===== src/rtl/debounce_pkg.sv =====
// Shared constants, counter sizing helper and edge-pulse type for the debouncer.
package debounce_pkg;

  localparam int unsigned DEB_DEFAULT_STABLE = 3;
  localparam int unsigned DEB_DEFAULT_SYNC   = 2;

  typedef struct packed {
    logic rise;
    logic fall;
  } deb_edge_t;

  // Counter only needs to reach stable-1; never narrower than one bit.
  function automatic int unsigned deb_cnt_width(input int unsigned stable);
    return (stable <= 2) ? 1 : $clog2(stable);
  endfunction

endpackage


===== src/rtl/multi_debouncer_if.sv =====
// Pin-side bundle of the multi-channel debouncer: raw inputs, strobe and filtered outputs.
interface multi_debouncer_if #(
  parameter int unsigned NUM_CH = 4
);
  logic              sample_en;
  logic [NUM_CH-1:0] sig_in;
  logic [NUM_CH-1:0] sig_out;
  logic [NUM_CH-1:0] rise;
  logic [NUM_CH-1:0] fall;
  logic              any_change;

  modport master (
    output sample_en, sig_in,
    input  sig_out, rise, fall, any_change
  );

  modport slave (
    input  sample_en, sig_in,
    output sig_out, rise, fall, any_change
  );
endinterface


===== src/rtl/debounce_channel.sv =====
// One debounce lane: optional synchroniser, stability counter, output flop and edge pulses.
module debounce_channel
  import debounce_pkg::*;
#(
  parameter int unsigned STABLE_CYCLES = DEB_DEFAULT_STABLE,
  parameter int unsigned SYNC_STAGES   = DEB_DEFAULT_SYNC,
  parameter logic        RESET_VAL     = 1'b0
) (
  input  logic      clk,
  input  logic      rst_n,
  input  logic      sample_en,
  input  logic      din,
  output logic      dout,
  output deb_edge_t pulse,
  output logic      flip
);

  localparam int unsigned    CW      = deb_cnt_width(STABLE_CYCLES);
  localparam logic [CW-1:0]  CNT_MAX = CW'(STABLE_CYCLES - 1);

  logic          s;
  logic [CW-1:0] cnt;

  if (SYNC_STAGES == 0) begin : g_nosync
    assign s = din;
  end else begin : g_sync
    logic [SYNC_STAGES-1:0] chain;

    // Runs every clock, independent of sample_en, so metastability settles regardless of prescaling.
    always_ff @(posedge clk or negedge rst_n) begin
      if (!rst_n) begin
        chain <= {SYNC_STAGES{RESET_VAL}};
      end else begin
        for (int unsigned k = SYNC_STAGES - 1; k > 0; k--) begin
          chain[k] <= chain[k-1];
        end
        chain[0] <= din;
      end
    end

    assign s = chain[SYNC_STAGES-1];
  end

  assign flip = sample_en && (s != dout) && (cnt == CNT_MAX);

  always_ff @(posedge clk or negedge rst_n) begin
    if (!rst_n) begin
      dout  <= RESET_VAL;
      cnt   <= '0;
      pulse <= '0;
    end else begin
      pulse <= '0;
      if (sample_en) begin
        if (s == dout) begin
          cnt <= '0;
        end else if (cnt == CNT_MAX) begin
          dout       <= ~dout;
          cnt        <= '0;
          pulse.rise <= ~dout;
          pulse.fall <= dout;
        end else begin
          cnt <= cnt + 1'b1;
        end
      end
    end
  end

endmodule


===== src/rtl/multi_debouncer.sv =====
// N-channel switch debouncer: independent lanes plus a registered any-transition flag.
module multi_debouncer
  import debounce_pkg::*;
#(
  parameter int unsigned NUM_CH        = 4,
  parameter int unsigned STABLE_CYCLES = DEB_DEFAULT_STABLE,
  parameter int unsigned SYNC_STAGES   = DEB_DEFAULT_SYNC,
  parameter logic        RESET_VAL     = 1'b0
) (
  input  logic               clk,
  input  logic               rst_n,
  multi_debouncer_if.slave   bus
);

  logic [NUM_CH-1:0] out_v;
  logic [NUM_CH-1:0] rise_v;
  logic [NUM_CH-1:0] fall_v;
  logic [NUM_CH-1:0] flip_v;
  deb_edge_t         pulse_v [NUM_CH];
  logic              any_q;

  for (genvar i = 0; i < NUM_CH; i++) begin : g_ch
    debounce_channel #(
      .STABLE_CYCLES (STABLE_CYCLES),
      .SYNC_STAGES   (SYNC_STAGES),
      .RESET_VAL     (RESET_VAL)
    ) u_ch (
      .clk       (clk),
      .rst_n     (rst_n),
      .sample_en (bus.sample_en),
      .din       (bus.sig_in[i]),
      .dout      (out_v[i]),
      .pulse     (pulse_v[i]),
      .flip      (flip_v[i])
    );

    assign rise_v[i] = pulse_v[i].rise;
    assign fall_v[i] = pulse_v[i].fall;
  end

  // Registered from the lanes' next-state flip terms so it lines up with rise/fall.
  always_ff @(posedge clk or negedge rst_n) begin
    if (!rst_n) begin
      any_q <= 1'b0;
    end else begin
      any_q <= |flip_v;
    end
  end

  assign bus.sig_out    = out_v;
  assign bus.rise       = rise_v;
  assign bus.fall       = fall_v;
  assign bus.any_change = any_q;

endmodule


===== src/flat_wrapper.sv =====
// flat-port wrapper written by rule: the top's interface ports become plain ports
module multi_debouncer_flat import debounce_pkg::*;
#(
  parameter int unsigned NUM_CH        = 4,
  parameter int unsigned STABLE_CYCLES = DEB_DEFAULT_STABLE,
  parameter int unsigned SYNC_STAGES   = DEB_DEFAULT_SYNC,
  parameter logic        RESET_VAL     = 1'b0
)
  (clk, rst_n, bus_sample_en, bus_sig_in, bus_sig_out, bus_rise, bus_fall, bus_any_change);
  multi_debouncer_if #(.NUM_CH(NUM_CH)) bus_i ();
  input  logic clk;
  input  logic rst_n;
  input wire logic [$bits(bus_i.sample_en)-1:0] bus_sample_en;
  input wire logic [$bits(bus_i.sig_in)-1:0] bus_sig_in;
  output wire logic [$bits(bus_i.sig_out)-1:0] bus_sig_out;
  output wire logic [$bits(bus_i.rise)-1:0] bus_rise;
  output wire logic [$bits(bus_i.fall)-1:0] bus_fall;
  output wire logic [$bits(bus_i.any_change)-1:0] bus_any_change;
  assign bus_i.sample_en = bus_sample_en;
  assign bus_i.sig_in = bus_sig_in;
  assign bus_sig_out = bus_i.sig_out;
  assign bus_rise = bus_i.rise;
  assign bus_fall = bus_i.fall;
  assign bus_any_change = bus_i.any_change;
  multi_debouncer #(.NUM_CH(NUM_CH), .STABLE_CYCLES(STABLE_CYCLES), .SYNC_STAGES(SYNC_STAGES), .RESET_VAL(RESET_VAL)) u_core (.clk(clk), .rst_n(rst_n), .bus(bus_i));
endmodule

===== config.mk =====
export PLATFORM = sky130hd
export DESIGN_NAME = multi_debouncer_flat
export DESIGN_NICKNAME = d
export VERILOG_FILES = /design/src/rtl/debounce_pkg.sv /design/src/rtl/multi_debouncer_if.sv /design/src/rtl/debounce_channel.sv /design/src/rtl/multi_debouncer.sv /design/src/flat_wrapper.sv
export SDC_FILE = /design/constraint.sdc
export NUM_CORES = 1
export LEC_CHECK = 0
export BUFFER_PORTS_ARGS = -buffer_cell sky130_fd_sc_hd__buf_2
export CAP_MARGIN = 10
export CORE_MARGIN = 3
export CORE_UTILIZATION = 55
export DETAILED_ROUTE_END_ITERATION = 16
export GPL_ROUTABILITY_DRIVEN = 0
export MAX_ROUTING_LAYER = met4
export PLACE_DENSITY = 0.79
export SLEW_MARGIN = 30
export SYNTH_ARGS = -nofsm -noshare
export SYNTH_HDL_FRONTEND = slang
export SYNTH_SLANG_ARGS = --single-unit

===== constraint.sdc =====
create_clock -name clk -period 3.8 [get_ports clk]
set_input_delay 0.19 -clock clk [delete_from_list [all_inputs] [get_ports clk]]
set_output_delay 0.19 -clock clk [all_outputs]
set_load 0.03 [all_outputs]

==> metrics list <==
- Status: completed
- Vias after detailed routing: approximately 640
- Post-Place Cell Area: between 1000 and 1500 um^2
- For the final routed database, the setup TNS stands at 0 ns.
- For this run, the post-layout net count is 116.
- Pin count of the biggest net entering global routing: 30
- Share of synthesized area occupied by flip-flops and latches: between 60% and 70%
* Yosys top cell area share: a little under 70%
- Worst Max-Slew Pin Slew: 0.5977 ns
- CP Class: reg -> reg
- In the final routed layout, each cell accounts on average for between 10 and 15 um.
- The detailed router finished its first iteration with 2 violations.
* Final period demand of the worst path: ~1.3 ns
- Post-synth cell types: 18
- HPWL Detailed: ~1.0 mm
- After clock tree synthesis, the clock-pin slew on the worst setup and hold paths is around 0.08 ns.
- Data arrival time of the critical path: 1.53 ns
- For this run the aggregate overflow at the end of global routing stands at 0.
- The top cell types in the final layout, fill and taps aside, are 29 x dfrtp_1, 19 x buf_2, 9 x inv_1, 9 x nor2_1.
- Largest driver fanout on the critical path: 5
* Clock insertion delay at the later pin of the skew report: about 0.31 ns
- The number of antenna diodes in the final layout is 0.
- After synthesis, the largest family of logic cells by area is simple AND/OR/NAND/NOR gates.
- Most common cell after layout, fill and taps aside: dfrtp_1
- The first global-routing pass estimated approximately 2.6 mm of wire.
- The final count of pins violating max slew came to 0.
* Total clock buffers created by CTS: 5
- Summing the areas of all fa, ha and maj instances in the mapped netlist gives 0% of the synthesized area.
- Antenna violations before repair: 0
- Resize count post-CTS: 0
- The tree built by TritonCTS fans out to 29 sinks.
- STA puts the critical path data required time at roughly 4.0 ns.
- Number of global-route vias before repair: around 640
* Achievable clock frequency: 0.7561 GHz
* Total detailed-routing wirelength: about 1.5 mm
* Category of the worst setup path capture point: flip-flop
- Initial standard-cell utilization of the core: approximately three fifths
* Number of primary I/O pins: 20
- Global routing consumed, over all layers together, between 10% and 20% of the routing resources.
* Core Box Area: 1764 um^2
- In the routed layout, each cell is associated on average with a via count of ~4.7.
* Lkg Pwr: ~0.63 nW
- Of the total synthesized cell area, the portion taken by AND, OR, NAND and NOR gates is roughly 11%.
- Measured against its own limit, the worst slew margin works out to 60.15%.
* Portion of netlist area occupied by mux cells: 2.990%
- The H-tree generated during clock tree synthesis spans 2 levels.
* Die Outline Area: between 2000 and 2500 um^2
* Layout overhead on the synthesized area: 17.94%
- Power density of the placed cells: just under 700 nW/um^2
- Compound-gate portion of the synthesized area: roughly 2.8%
- A synthesized cell averages around 12 um^2.
- The die is 49.61 um wide.
- In this run the cell area of the synthesized design comes to around 1000 um^2.
- Startpoint type of the worst setup path: flip-flop
- Count of mapped cells out of synthesis: 84
* Class of the worst hold path: in -> reg
- Placement row count: 15
- Of the total synthesized cell area, the portion taken by XOR and XNOR cells is ~6.7%.
- Power consumption: ~0.85 mW
* Synthesized flop and latch total: 29
- The largest total area in the synthesized netlist belongs to dfrtp_1.
- The finished cells cover about 1200 um^2.
* Routed Antenna Nets: 0
- Vert. Die Dim: between 40 and 50 um
- Final worst clock skew: ~0.0043 ns
- Count of input and output buffers: 19
- Final worst-path cycle share: 34.80%
* Clock root buffer: clkbuf_4
- The first detailed-routing pass took 3 iterations.
* DRC violation count after routing: 0
* Clock tree from TritonCTS: yes
- Clock buffer depth: 2
* Count of final setup violators: 0
- Max-cap viol count: 0
- For this run, the number of Yosys warnings is 0.
- Setup repair after global routing missed its margin: no
* Number of nets produced by synthesis: 91
- The number of hold violations in the final report was 0.
- Ranking of synthesized cells by area: dfrtp_1 69%, xnor2_1 4.2%, inv_1 3.2%, nor2_1 3.2%, buf_4 2.9%
* Worst IR drop on VDD: between 0.3 and 0.4 mV
* Fraction of layout cells with a size suffix above 1: 23.64%
## cells in the mapped netlist
master	n
dfrtp_1	29
inv_1	9
nor2_1	9
xnor2_1	5
buf_4	4
nand3_1	4
nand2_1	3
nand4_1	3
o22ai_1	3
xor2_1	3
clkbuf_1	2
mux2i_1	2
nand2b_1	2
o21ai_0	2
mux2_2	1
nor3_1	1
or3_1	1
or3b_4	1
## cells by family (layout without fill, tap and decap cells)
logic type      Yosys count  after routing
mux                       3              3
xor+xnor                  8              8
compound gates            5              5
flops                    29             29
buf+inv                  15             41
simple gates             24             24
## routing by layer
| layer | vias to the layer above | routed length (um) | global-route usage [%] |
|---|---|---|---|
| li1 | 312 | - | - |
| met1 | 302 | 625 | 16.63 |
| met2 | 19 | 699 | 22.47 |
| met3 | 5 | 109 | 9.063 |
| met4 | 0 | 61 | 12.44 |
| met5 | - | 0 | - |
## power by group
group / switching [mW] / internal [mW] / total (mW)
Combinational: 0.148 / 0.0946 / 0.243
Clock: 0.0927 / 0.0735 / 0.166
Sequential: 0.0580 / 0.378 / 0.436
## per-stage QoR
| step | utilization, % | hold slack (ns) | cells | setup WS [ns] |
|---|---|---|---|---|
| 3_5_place_dp | 64.33 | 0.2349 | 122 | 2.494 |
| 5_1_grt | 69.93 | 0.2419 | 135 | 2.403 |
| 4_1_cts | 69.93 | 0.2268 | 135 | 2.473 |
| 3_3_place_gp | 64.33 | 0.2267 | 122 | 2.540 |
| 6_report | 69.93 | 0.2474 | 135 | 2.477 |
| 2_1_floorplan | - | -0.1056 | 84 | 2.560 |
## final cells by class
class,count,area (um^2)
sequential,29,725.7
fill,142,530.5
multi-input combinational,40,249.0
timing repair buffer,24,145.1
clock buffer,8,48.80
inverter,9,33.78
tap,25,31.28
## registers in the layout, indices dropped and copies added, names as in the netlist
signal / cells
u_core.g_ch.u_ch.cnt: 8
u_core.g_ch.u_ch.g_sync.chain: 8
u_core.g_ch.u_ch.pulse: 8
u_core.g_ch.u_ch.dout: 4
u_core.bus.any_change: 1
## critical path: stages, from the launching register on
cell and delay [ns]:
dfrtp_1 0.44, xor2_1 0.21, or3b_4 0.43, xnor2_1 0.13
## path summary, 6_finish.rpt
path	from	endpoint	slack, ns	depth (start not counted)
setup / recovery	u_core.g_ch[3].u_ch.dout$_DFFE_PN0P_	u_core.g_ch[3].u_ch.dout$_DFFE_PN0P_	2.48	3
hold / removal	bus_sample_en	u_core.g_ch[3].u_ch.cnt[1]$_DFFE_PN0P_	0.25	3
setup reg to reg	u_core.g_ch[3].u_ch.dout$_DFFE_PN0P_	u_core.g_ch[3].u_ch.dout$_DFFE_PN0P_	2.48	3
hold reg to reg	u_core.g_ch[0].u_ch.g_sync.chain[0]$_DFF_PN0_	u_core.g_ch[0].u_ch.g_sync.chain[1]$_DFF_PN0_	0.35	0
max in group asynchronous	rst_n	u_core.g_ch[2].u_ch.g_sync.chain[0]$_DFF_PN0_	3.00	2
min in group asynchronous	rst_n	u_core.g_ch[0].u_ch.cnt[0]$_DFFE_PN0P_	0.41	2
## repair_timing
| action | 4_1_cts | 5_1_grt |
|---|---|---|
| endpoints found under the hold margin | 33 | 0 |
| hold buffers | 5 | 0 |
| buffers inserted | 0 | 0 |
(Power assumes the default switching activity.)
